==> src/rtl/cpu_ctrl_pkg.sv <==
// rtl/cpu_ctrl_pkg.sv - Opcodes, ALU/mux encodings, state enum and control-word layout
// Shared by the multicycle control FSM and its output decoder.
package cpu_ctrl_pkg;

  localparam logic [5:0] OP_RTYPE = 6'h00;
  localparam logic [5:0] OP_J     = 6'h02;
  localparam logic [5:0] OP_BEQ   = 6'h04;
  localparam logic [5:0] OP_BNE   = 6'h05;
  localparam logic [5:0] OP_ADDI  = 6'h08;
  localparam logic [5:0] OP_LUI   = 6'h0F;
  localparam logic [5:0] OP_LW    = 6'h23;
  localparam logic [5:0] OP_SW    = 6'h2B;

  // ALUOp codes, consumed by the ALU function decoder
  localparam logic [1:0] ALUOP_RTYPE = 2'b00;
  localparam logic [1:0] ALUOP_SUB   = 2'b01;
  localparam logic [1:0] ALUOP_ADD   = 2'b10;
  localparam logic [1:0] ALUOP_LUI   = 2'b11;

  localparam logic [1:0] SRCB_RT      = 2'b00;
  localparam logic [1:0] SRCB_FOUR    = 2'b01;
  localparam logic [1:0] SRCB_IMM     = 2'b10;
  localparam logic [1:0] SRCB_IMM_SHL = 2'b11;

  localparam logic [1:0] PCSRC_ALU    = 2'b00;
  localparam logic [1:0] PCSRC_ALUOUT = 2'b01;
  localparam logic [1:0] PCSRC_JUMP   = 2'b10;

  typedef enum logic [3:0] {
    IDLE      = 4'd0,
    FETCH     = 4'd1,
    DECODE    = 4'd2,
    ADDR_CALC = 4'd3,
    MEM_READ  = 4'd4,
    MEM_WB    = 4'd5,
    MEM_WRITE = 4'd6,
    R_EXEC    = 4'd7,
    R_WB      = 4'd8,
    BRANCH    = 4'd9,
    JUMP      = 4'd10,
    LUI_EXEC  = 4'd11,
    IMM_WB    = 4'd12,
    TRAP      = 4'd13
  } state_e;

  typedef struct packed {
    logic [1:0] alu_op;
    logic       pc_write;
    logic       pc_write_cond;
    logic       pc_write_not;
    logic       i_or_d;
    logic       mem_read;
    logic       mem_write;
    logic       ir_write;
    logic       reg_dst;
    logic       mem_to_reg;
    logic       reg_write;
    logic       alu_src_a;
    logic [1:0] alu_src_b;
    logic [1:0] pc_source;
    logic       illegal_op;
  } ctrl_out_t;

  localparam int CTRL_W = $bits(ctrl_out_t);

  function automatic logic is_bne(input logic [5:0] op);
    return op == OP_BNE;
  endfunction

endpackage

==> src/rtl/ctrl_out_decode.sv <==
// rtl/ctrl_out_decode.sv - Combinational state-to-control-word decode for the multicycle FSM
// TRAP decode is present only when MULTICYCLE_CTRL_TRAP_EN is defined.
module ctrl_out_decode
  import cpu_ctrl_pkg::*;
(
  input  logic [3:0]        state_i,
  input  logic              is_bne_i,
  input  logic              fetch_done_i,
  output logic [CTRL_W-1:0] ctrl_o
);

  state_e    st;
  ctrl_out_t c;

  assign st = state_e'(state_i);

  always_comb begin
    c = '0;
    case (st)
      FETCH: begin
        c.mem_read  = 1'b1;
        c.alu_src_b = SRCB_FOUR;
        c.alu_op    = ALUOP_ADD;
        c.pc_source = PCSRC_ALU;
        // IR load and PC+4 commit only on the cycle the fetch completes
        c.ir_write  = fetch_done_i;
        c.pc_write  = fetch_done_i;
      end
      DECODE: begin
        c.alu_src_b = SRCB_IMM_SHL;
        c.alu_op    = ALUOP_ADD;
      end
      ADDR_CALC: begin
        c.alu_src_a = 1'b1;
        c.alu_src_b = SRCB_IMM;
        c.alu_op    = ALUOP_ADD;
      end
      MEM_READ: begin
        c.mem_read = 1'b1;
        c.i_or_d   = 1'b1;
      end
      MEM_WB: begin
        c.reg_write  = 1'b1;
        c.mem_to_reg = 1'b1;
      end
      MEM_WRITE: begin
        c.mem_write = 1'b1;
        c.i_or_d    = 1'b1;
      end
      R_EXEC: begin
        c.alu_src_a = 1'b1;
        c.alu_src_b = SRCB_RT;
        c.alu_op    = ALUOP_RTYPE;
      end
      R_WB: begin
        c.reg_write = 1'b1;
        c.reg_dst   = 1'b1;
      end
      BRANCH: begin
        c.alu_src_a     = 1'b1;
        c.alu_src_b     = SRCB_RT;
        c.alu_op        = ALUOP_SUB;
        c.pc_source     = PCSRC_ALUOUT;
        c.pc_write_cond = ~is_bne_i;
        c.pc_write_not  = is_bne_i;
      end
      JUMP: begin
        c.pc_write  = 1'b1;
        c.pc_source = PCSRC_JUMP;
      end
      LUI_EXEC: begin
        c.alu_src_b = SRCB_IMM;
        c.alu_op    = ALUOP_LUI;
      end
      IMM_WB: begin
        c.reg_write = 1'b1;
      end
`ifdef MULTICYCLE_CTRL_TRAP_EN
      TRAP: begin
        c.illegal_op = 1'b1;
      end
`endif
      default: begin
        c = '0;
      end
    endcase
  end

  assign ctrl_o = c;

endmodule

==> src/rtl/multicycle_control.sv <==
// rtl/multicycle_control.sv - Multi-cycle main control FSM (fetch/decode/execute/mem/writeback)
// Define MULTICYCLE_CTRL_TRAP_EN to trap unknown opcodes; otherwise they retire as NOPs.
module multicycle_control
  import cpu_ctrl_pkg::*;
(
  input  logic       clk,
  input  logic       reset,
  input  logic [5:0] opcode,
  input  logic       zero,
  input  logic       mem_ready,
  output logic [1:0] alu_op,
  output logic       pc_write,
  output logic       pc_write_cond,
  output logic       pc_write_not,
  output logic       i_or_d,
  output logic       mem_read,
  output logic       mem_write,
  output logic       ir_write,
  output logic       reg_dst,
  output logic       mem_to_reg,
  output logic       reg_write,
  output logic       alu_src_a,
  output logic [1:0] alu_src_b,
  output logic [1:0] pc_source,
  output logic       illegal_op,
  output logic [3:0] state_dbg
);

  state_e            state_q, state_d;
  logic [5:0]        op_q, op_d;
  logic              fetch_done;
  logic [CTRL_W-1:0] ctrl_vec;
  ctrl_out_t         ctrl;
  logic              unused_zero;

  // zero only gates the PC write outside this block
  assign unused_zero = zero;

  // a completion arriving while reset is asserted must not load IR or PC
  assign fetch_done = (state_q == FETCH) && mem_ready && !reset;

  always_ff @(posedge clk) begin
    if (reset) begin
      state_q <= IDLE;
      op_q    <= '0;
    end else begin
      state_q <= state_d;
      op_q    <= op_d;
    end
  end

  always_comb begin
    state_d = state_q;
    op_d    = op_q;
    case (state_q)
      IDLE:  state_d = FETCH;
      FETCH: if (mem_ready) state_d = DECODE;
      DECODE: begin
        op_d = opcode;
        case (opcode)
          OP_LW, OP_SW, OP_ADDI: state_d = ADDR_CALC;
          OP_RTYPE:              state_d = R_EXEC;
          OP_BEQ, OP_BNE:        state_d = BRANCH;
          OP_J:                  state_d = JUMP;
          OP_LUI:                state_d = LUI_EXEC;
          default: begin
`ifdef MULTICYCLE_CTRL_TRAP_EN
            state_d = TRAP;
`else
            state_d = FETCH;
`endif
          end
        endcase
      end
      // later states steer on the opcode latched in DECODE, not the live IR
      ADDR_CALC: begin
        case (op_q)
          OP_LW:   state_d = MEM_READ;
          OP_SW:   state_d = MEM_WRITE;
          default: state_d = IMM_WB;
        endcase
      end
      MEM_READ:  if (mem_ready) state_d = MEM_WB;
      MEM_WB:    state_d = FETCH;
      MEM_WRITE: if (mem_ready) state_d = FETCH;
      R_EXEC:    state_d = R_WB;
      R_WB:      state_d = FETCH;
      BRANCH:    state_d = FETCH;
      JUMP:      state_d = FETCH;
      LUI_EXEC:  state_d = IMM_WB;
      IMM_WB:    state_d = FETCH;
`ifdef MULTICYCLE_CTRL_TRAP_EN
      TRAP:      state_d = TRAP;
`endif
      default:   state_d = IDLE;
    endcase
  end

  ctrl_out_decode u_decode (
    .state_i      (state_q),
    .is_bne_i     (is_bne(op_q)),
    .fetch_done_i (fetch_done),
    .ctrl_o       (ctrl_vec)
  );

  assign ctrl          = ctrl_out_t'(ctrl_vec);
  assign alu_op        = ctrl.alu_op;
  assign pc_write      = ctrl.pc_write;
  assign pc_write_cond = ctrl.pc_write_cond;
  assign pc_write_not  = ctrl.pc_write_not;
  assign i_or_d        = ctrl.i_or_d;
  assign mem_read      = ctrl.mem_read;
  assign mem_write     = ctrl.mem_write;
  assign ir_write      = ctrl.ir_write;
  assign reg_dst       = ctrl.reg_dst;
  assign mem_to_reg    = ctrl.mem_to_reg;
  assign reg_write     = ctrl.reg_write;
  assign alu_src_a     = ctrl.alu_src_a;
  assign alu_src_b     = ctrl.alu_src_b;
  assign pc_source     = ctrl.pc_source;
  assign illegal_op    = ctrl.illegal_op;
  assign state_dbg     = state_q;

endmodule

==> config.mk <==
export PLATFORM = sky130hd
export DESIGN_NAME = multicycle_control
export DESIGN_NICKNAME = d
export VERILOG_FILES = /design/src/rtl/cpu_ctrl_pkg.sv /design/src/rtl/ctrl_out_decode.sv /design/src/rtl/multicycle_control.sv
export SDC_FILE = /design/constraint.sdc
export NUM_CORES = 1
export LEC_CHECK = 0
export BUFFER_PORTS_ARGS = -buffer_cell sky130_fd_sc_hd__buf_2
export CAP_MARGIN = 20
export CORE_AREA = 2 2 52 54
export DETAILED_ROUTE_END_ITERATION = 8
export DIE_AREA = 0 0 54 56
export PLACE_DENSITY = 0.6
export SLEW_MARGIN = 20
export SYNTH_ARGS = -nofsm -noshare
export SYNTH_HDL_FRONTEND = slang
export SYNTH_SLANG_ARGS = --single-unit
==> constraint.sdc <==
create_clock -name clk -period 1.75 [get_ports clk]
set_clock_uncertainty 0.1 [all_clocks]
set_input_delay 0.0875 -clock clk [delete_from_list [all_inputs] [get_ports clk]]
set_output_delay 0.0875 -clock clk [all_outputs]
set_load 0.02 [all_outputs]
* Yosys cells after proc, flatten, opt, wreduce, memory -nomap -nowiden *
Cells that the tools add are included.

storage, ports and cells
  output and inout bits = 22
  word-level logic and storage cells = 62
  register bits = 10
  input bits = 10

cells by class
  eq/ne operators = 25
  multiplexer cells = 19
  reduce and logical (&&, ||, !) cells = 15
  bitwise operators = 1

operators by type and width
  operator                                                                number
  4-bit case mux with 8 select lines                                      1
  6-bit equality test (second input constant)                             4
  4-bit equality test (second input constant)                             5
  4-bit case mux with 5 select lines                                      1
  6-bit by 3-bit equality test with 1-bit output (second input constant)  3
  4-bit by 3-bit equality test with 1-bit output (second input constant)  4
  6-bit by 4-bit equality test with 1-bit output (second input constant)  2
  4-bit two-way mux                                                       3
  2-bit case mux with 3 select lines                                      2
  3-bit OR reduction                                                      4
  4-bit by 2-bit equality test with 1-bit output (second input constant)  2
  1-bit two-way mux                                                       8
  4-bit case mux with 2 select lines                                      1
  2-bit OR reduction                                                      4
  6-bit by 2-bit equality test with 1-bit output (second input constant)  1
  6-bit logical NOT                                                       1
  2-bit inequality test (second input constant)                           3
  6-bit OR reduction                                                      1
  4-bit by 1-bit equality test with 1-bit output (second input constant)  1
  4-bit logical NOT                                                       1
  2-bit case mux with 2 select lines                                      1
  3-bit AND reduction                                                     1
  1-bit logical AND                                                       2
  2-bit two-way mux                                                       1
  3 further kinds                                                         3

* Depth between registers and ports, before layout *
  word-level depth = 4
  depth in mapped cells = 6
  depth with buffers taken out = 5

* Cells and area by module *
A second synthesis with hierarchy kept.

second synthesis, totals
  cells, all modules = 120
  area total of the unflattened synthesis = 914.6 um^2

modules (own cells, without submodules)
  module              times used  area each (um^2)  sequential area each (um^2)  cells each
  multicycle_control  1           700.7             200.2                        83
  ctrl_out_decode     1           214.0             0.0                          37

* Worst setup path before layout *
OpenSTA, ideal clock, no wires.

  path type = register -> register
  from = register state_q[2], in the netlist state_dbg[2]
  to = register state_q[1], in the netlist state_dbg[1]
  data arrival time = 1821 ps
  buffers on the path = 1
  path slack = -232 ps
  data required time = 1590 ps
  setup time = 60 ps
  period minus slack after synthesis = 1982 ps
  cell stages (with the launch flop) = 5
  cell sequence = dfxtp_1 buf_4 nor3b_1 and2_1 a32o_1

between the ends
  word-level cells in the longest chain between the ends = 3
  elaborated cells between the ends (all ways) = 19
  classes of those cells = eq/ne: 15; mux: 1; reduce/logical: 3

ends and longest elaborated chain
  element                                                                              RTL line                  RTL
  start: declaration                                                                   multicycle_control.sv:29  state_e state_q, state_d;
  start signal: assignment                                                             multicycle_control.sv:47  state_q <= state_d;
  4-bit by 3-bit equality test with 1-bit output, or another cell as far along         multicycle_control.sv:55  case (state_q)
  6-bit OR reduction (no source line) / 2-bit inequality test (equally long branches)  -
  4-bit case mux with 8 select lines / 3-bit AND reduction (equally long branches)     -

Several ways; a longest one is shown, not always the timed one.
A chain may end at the register's enable or synchronous reset.

* Final worst setup path *
  from = register state_q[0], in the netlist state_dbg[0]
  to = output port alu_op[1]

between the ends
  word-level cells in the longest chain between the ends = 3
  elaborated cells between the ends (all ways) = 7
  classes of those cells = eq/ne: 5; mux: 1; reduce/logical: 1

ends and longest elaborated chain
  element                                                                                                                  RTL line                  RTL
  4-bit by 1-bit equality test with 1-bit output / 4-bit by 2-bit equality test with 1-bit output (equally long branches)  ctrl_out_decode.sv:19     case (st)
  3-bit OR reduction (no source line)                                                                                      -
  2-bit case mux with 3 select lines (*)                                                                                   ctrl_out_decode.sv:19
  end: declaration                                                                                                         multicycle_control.sv:11  output logic [1:0] alu_op,

Mark *: on every way between the ends. The rest lies on a longest branch, timed or not.

==> impl_metrics.ini <==
[routing]
avgViaCountPerCell = 5.231
route.detailed.drc = 0
ant_nets = 0
num_vias = 905
routed_wl_um = 2105
drtIter0Drc = 18
first_pass_iters = 4
wire_per_inst_um = 12.17

[setup_path]
cp.buffers_inverters = 2
end_kind = primary output
crit_path_top_delay_cell = dfxtp_1
worstSetupPathType = reg -> out
crit_required_ns = 1.56
r2r-start = state_dbg[3]
r2r-end = state_dbg[0]
slowest_delay_ns = 0.45
ff2ff_path_depth = 5
crit_path_start_kind = register
r2r_slack_ns = 0.27
cp.arrival_ns = 1.46
crit_family = flip-flops
critPathMaxFanout = 11
path_cells = buf_4, nand2b_1, nand2_1, a21oi_1, buf_2

[global_routing]
antenna_found_initial = 0
grt_pass1_vias = 811
track_usage_pct = 14.88
grt_max_degree = 13
grt-ovfl-total = 0
grt_pass1_wl_um = 3450

[power]
ir_drop_v = 0.0004441
leakagePower_nw = 0.5002
power.density_nw_per_um2 = 792.0

[timing]
setup_viol = 0
grt_setup_unrepaired = no
holdWs_ns = 0.03062
fin_crit_ns = 1.644
fin_tns_setup_ns = 0
slew_violations = 0
hold_viol = 0
period_share_pct = 93.92
fmax_mhz = 608.4

[outcome]
outcome = finished clean

[floorplanning]
die_h_um = 56
die_w_um = 54
rows = 18
io_pins = 32
die_area_um2 = 3024
coreArea_um2 = 2432
start_util_pct = 34.31

[synth]
synth_most_common_cell = nor2_1
synth_seq_cells = 10
seq_area_frac_synth_pct = 23.99
syn-num-nets = 121
synth_cell_types = 38
syn_area_um2 = 834.6
synth-edff-count = 0
netlist.area_leader.share_pct = 23.99
synthCells = 111
yosysWarnings = 0
syn_avg_cell_area_um2 = 7.518
ys_async_sr_fraction_pct = 0
synth_area_leader_cell = dfxtp_1
synth_common_cells = nor2_1, nand2_1, dfxtp_1, mux2i_1, nor3_1
ys.flop_type = dfxtp_1
synthTopCellsByArea = dfxtp_1, mux2i_1, nor2_1, nand2_1, nor3_1

[cells_and_area]
num_antenna_cells = 0
stdcell_area_um2 = 1097
drive_gt1_share_pct = 39.16
n_fill_cell = 251
multi_input_area_um2 = 603.1
final_nets = 154
syn_to_final_growth_pct = 31.48
register_area_um2 = 203.9

[cts]
postCtsSetupBuffers = 0
clock_sinks = 10
htree_levels = 1
post_cts_resized = 2
clockBufferDepth = 2
cts_buffers = 3
ctsHoldBuffers = 0
tritoncts = built
clkTransAtPathRegs_ns = 0.07
cts-root-buf = clkbuf_4
worstSkewPairLatency_ns = 0.27

[hold_path]
hp-class = in -> reg
holdPathEnd = op_q[4]
hold_depth = 3
min-delay-start = opcode[4]

[place]
hpwl_um = 1646
gp_congestion = 0.8110
dpl_cell_area_um2 = 1047
io_buffers = 29

[job]
drv_cap = 0
placed cells by master (no fill, tap or decap), types with 2 or more instances in the layout:
cell	n
nor3_1	5
clkbuf_4	3
xnor2_1	2
a22oi_1	2
nor4b_4	2
nand2b_1	2
o21ai_0	4
a21oi_1	4
nor2_1	15
inv_1	4
buf_2	29
buf_4	7
nand4b_1	2
a21o_1	2
dfxtp_2	3
nand2_1	14
mux2i_1	7
and2_1	2
nand3_1	2
a22o_1	2
and3_1	2
dfxtp_1	7
worst register-to-register path: cells and delay by family (launching register included):
kind	cells	cell delay [ns]
simple gates	3	0.56
flops	1	0.39
compound gates	1	0.24
buf+inv	1	0.10
report_power, final:
group          switching, mW  leakage [nW]  total [mW]  internal (mW)
clock network         0.0815        0.0210       0.208          0.126
registers             0.0329        0.0828       0.282          0.249
logic                  0.225         0.396       0.379          0.154
total                  0.340         0.500       0.869          0.529
stage by stage:
step | total power, mW | setup slack [ns] | util, % | instances
after detailed placement | 0.6606 | 0.1819 | 43.06 | 169
after CTS | 0.8754 | 0.01032 | 44.65 | 173
after floorplan | 0.5564 | 0.03901 | - | 111
final | 0.8690 | 0.1064 | 45.11 | 173
after global routing | 0.9285 | 0.008664 | 45.11 | 173
after global placement | 0.6543 | 0.2068 | 43.06 | 169
worst max-delay path by stage:
| stage | cells past startpoint | endpoint | slack [ns] | from |
|---|---|---|---|---|
| after floorplan | 4 | state_dbg[1] | 0.04 | state_dbg[2] |
| after global placement | 4 | state_dbg[0] | 0.21 | state_dbg[1] |
| after detailed placement | 4 | state_dbg[0] | 0.18 | state_dbg[1] |
| after CTS | 4 | pc_write_not | 0.01 | state_dbg[2] |
| after global routing | 5 | alu_op[1] | 0.009 | state_dbg[0] |
| final | 5 | alu_op[1] | 0.11 | state_dbg[0] |
final cells by class:
class | count | area share [%]
well taps | 30 | 3.421
clock buffers | 4 | 3.307
inverters | 5 | 1.710
multi-input cells | 88 | 54.96
flip-flops and latches | 10 | 18.59
repair buffers | 36 | 18.02
logic make-up after synthesis:
family,share of synthesized area (%)
AOI/OAI and AO/OA,18.14
muxes,8.396
buffers and inverters,8.544
other,0.4493
DFF,23.99
and+or+nand+nor,38.38
xor gates and xnor gates,2.099
per-layer routing:
metal	GRT usage [%]	part of all wire (%)	vias up
met5	0	0	-
li1	-	-	454
met1	19.71	46	411
met3	2.688	8.1	2
met4	7.143	0.86	0
met2	22.65	45	38
state kept, by name, summed over array words and instances (netlist names):
signal / count
state_dbg: 4
op_q: 6
(Power assumes the default switching activity.)
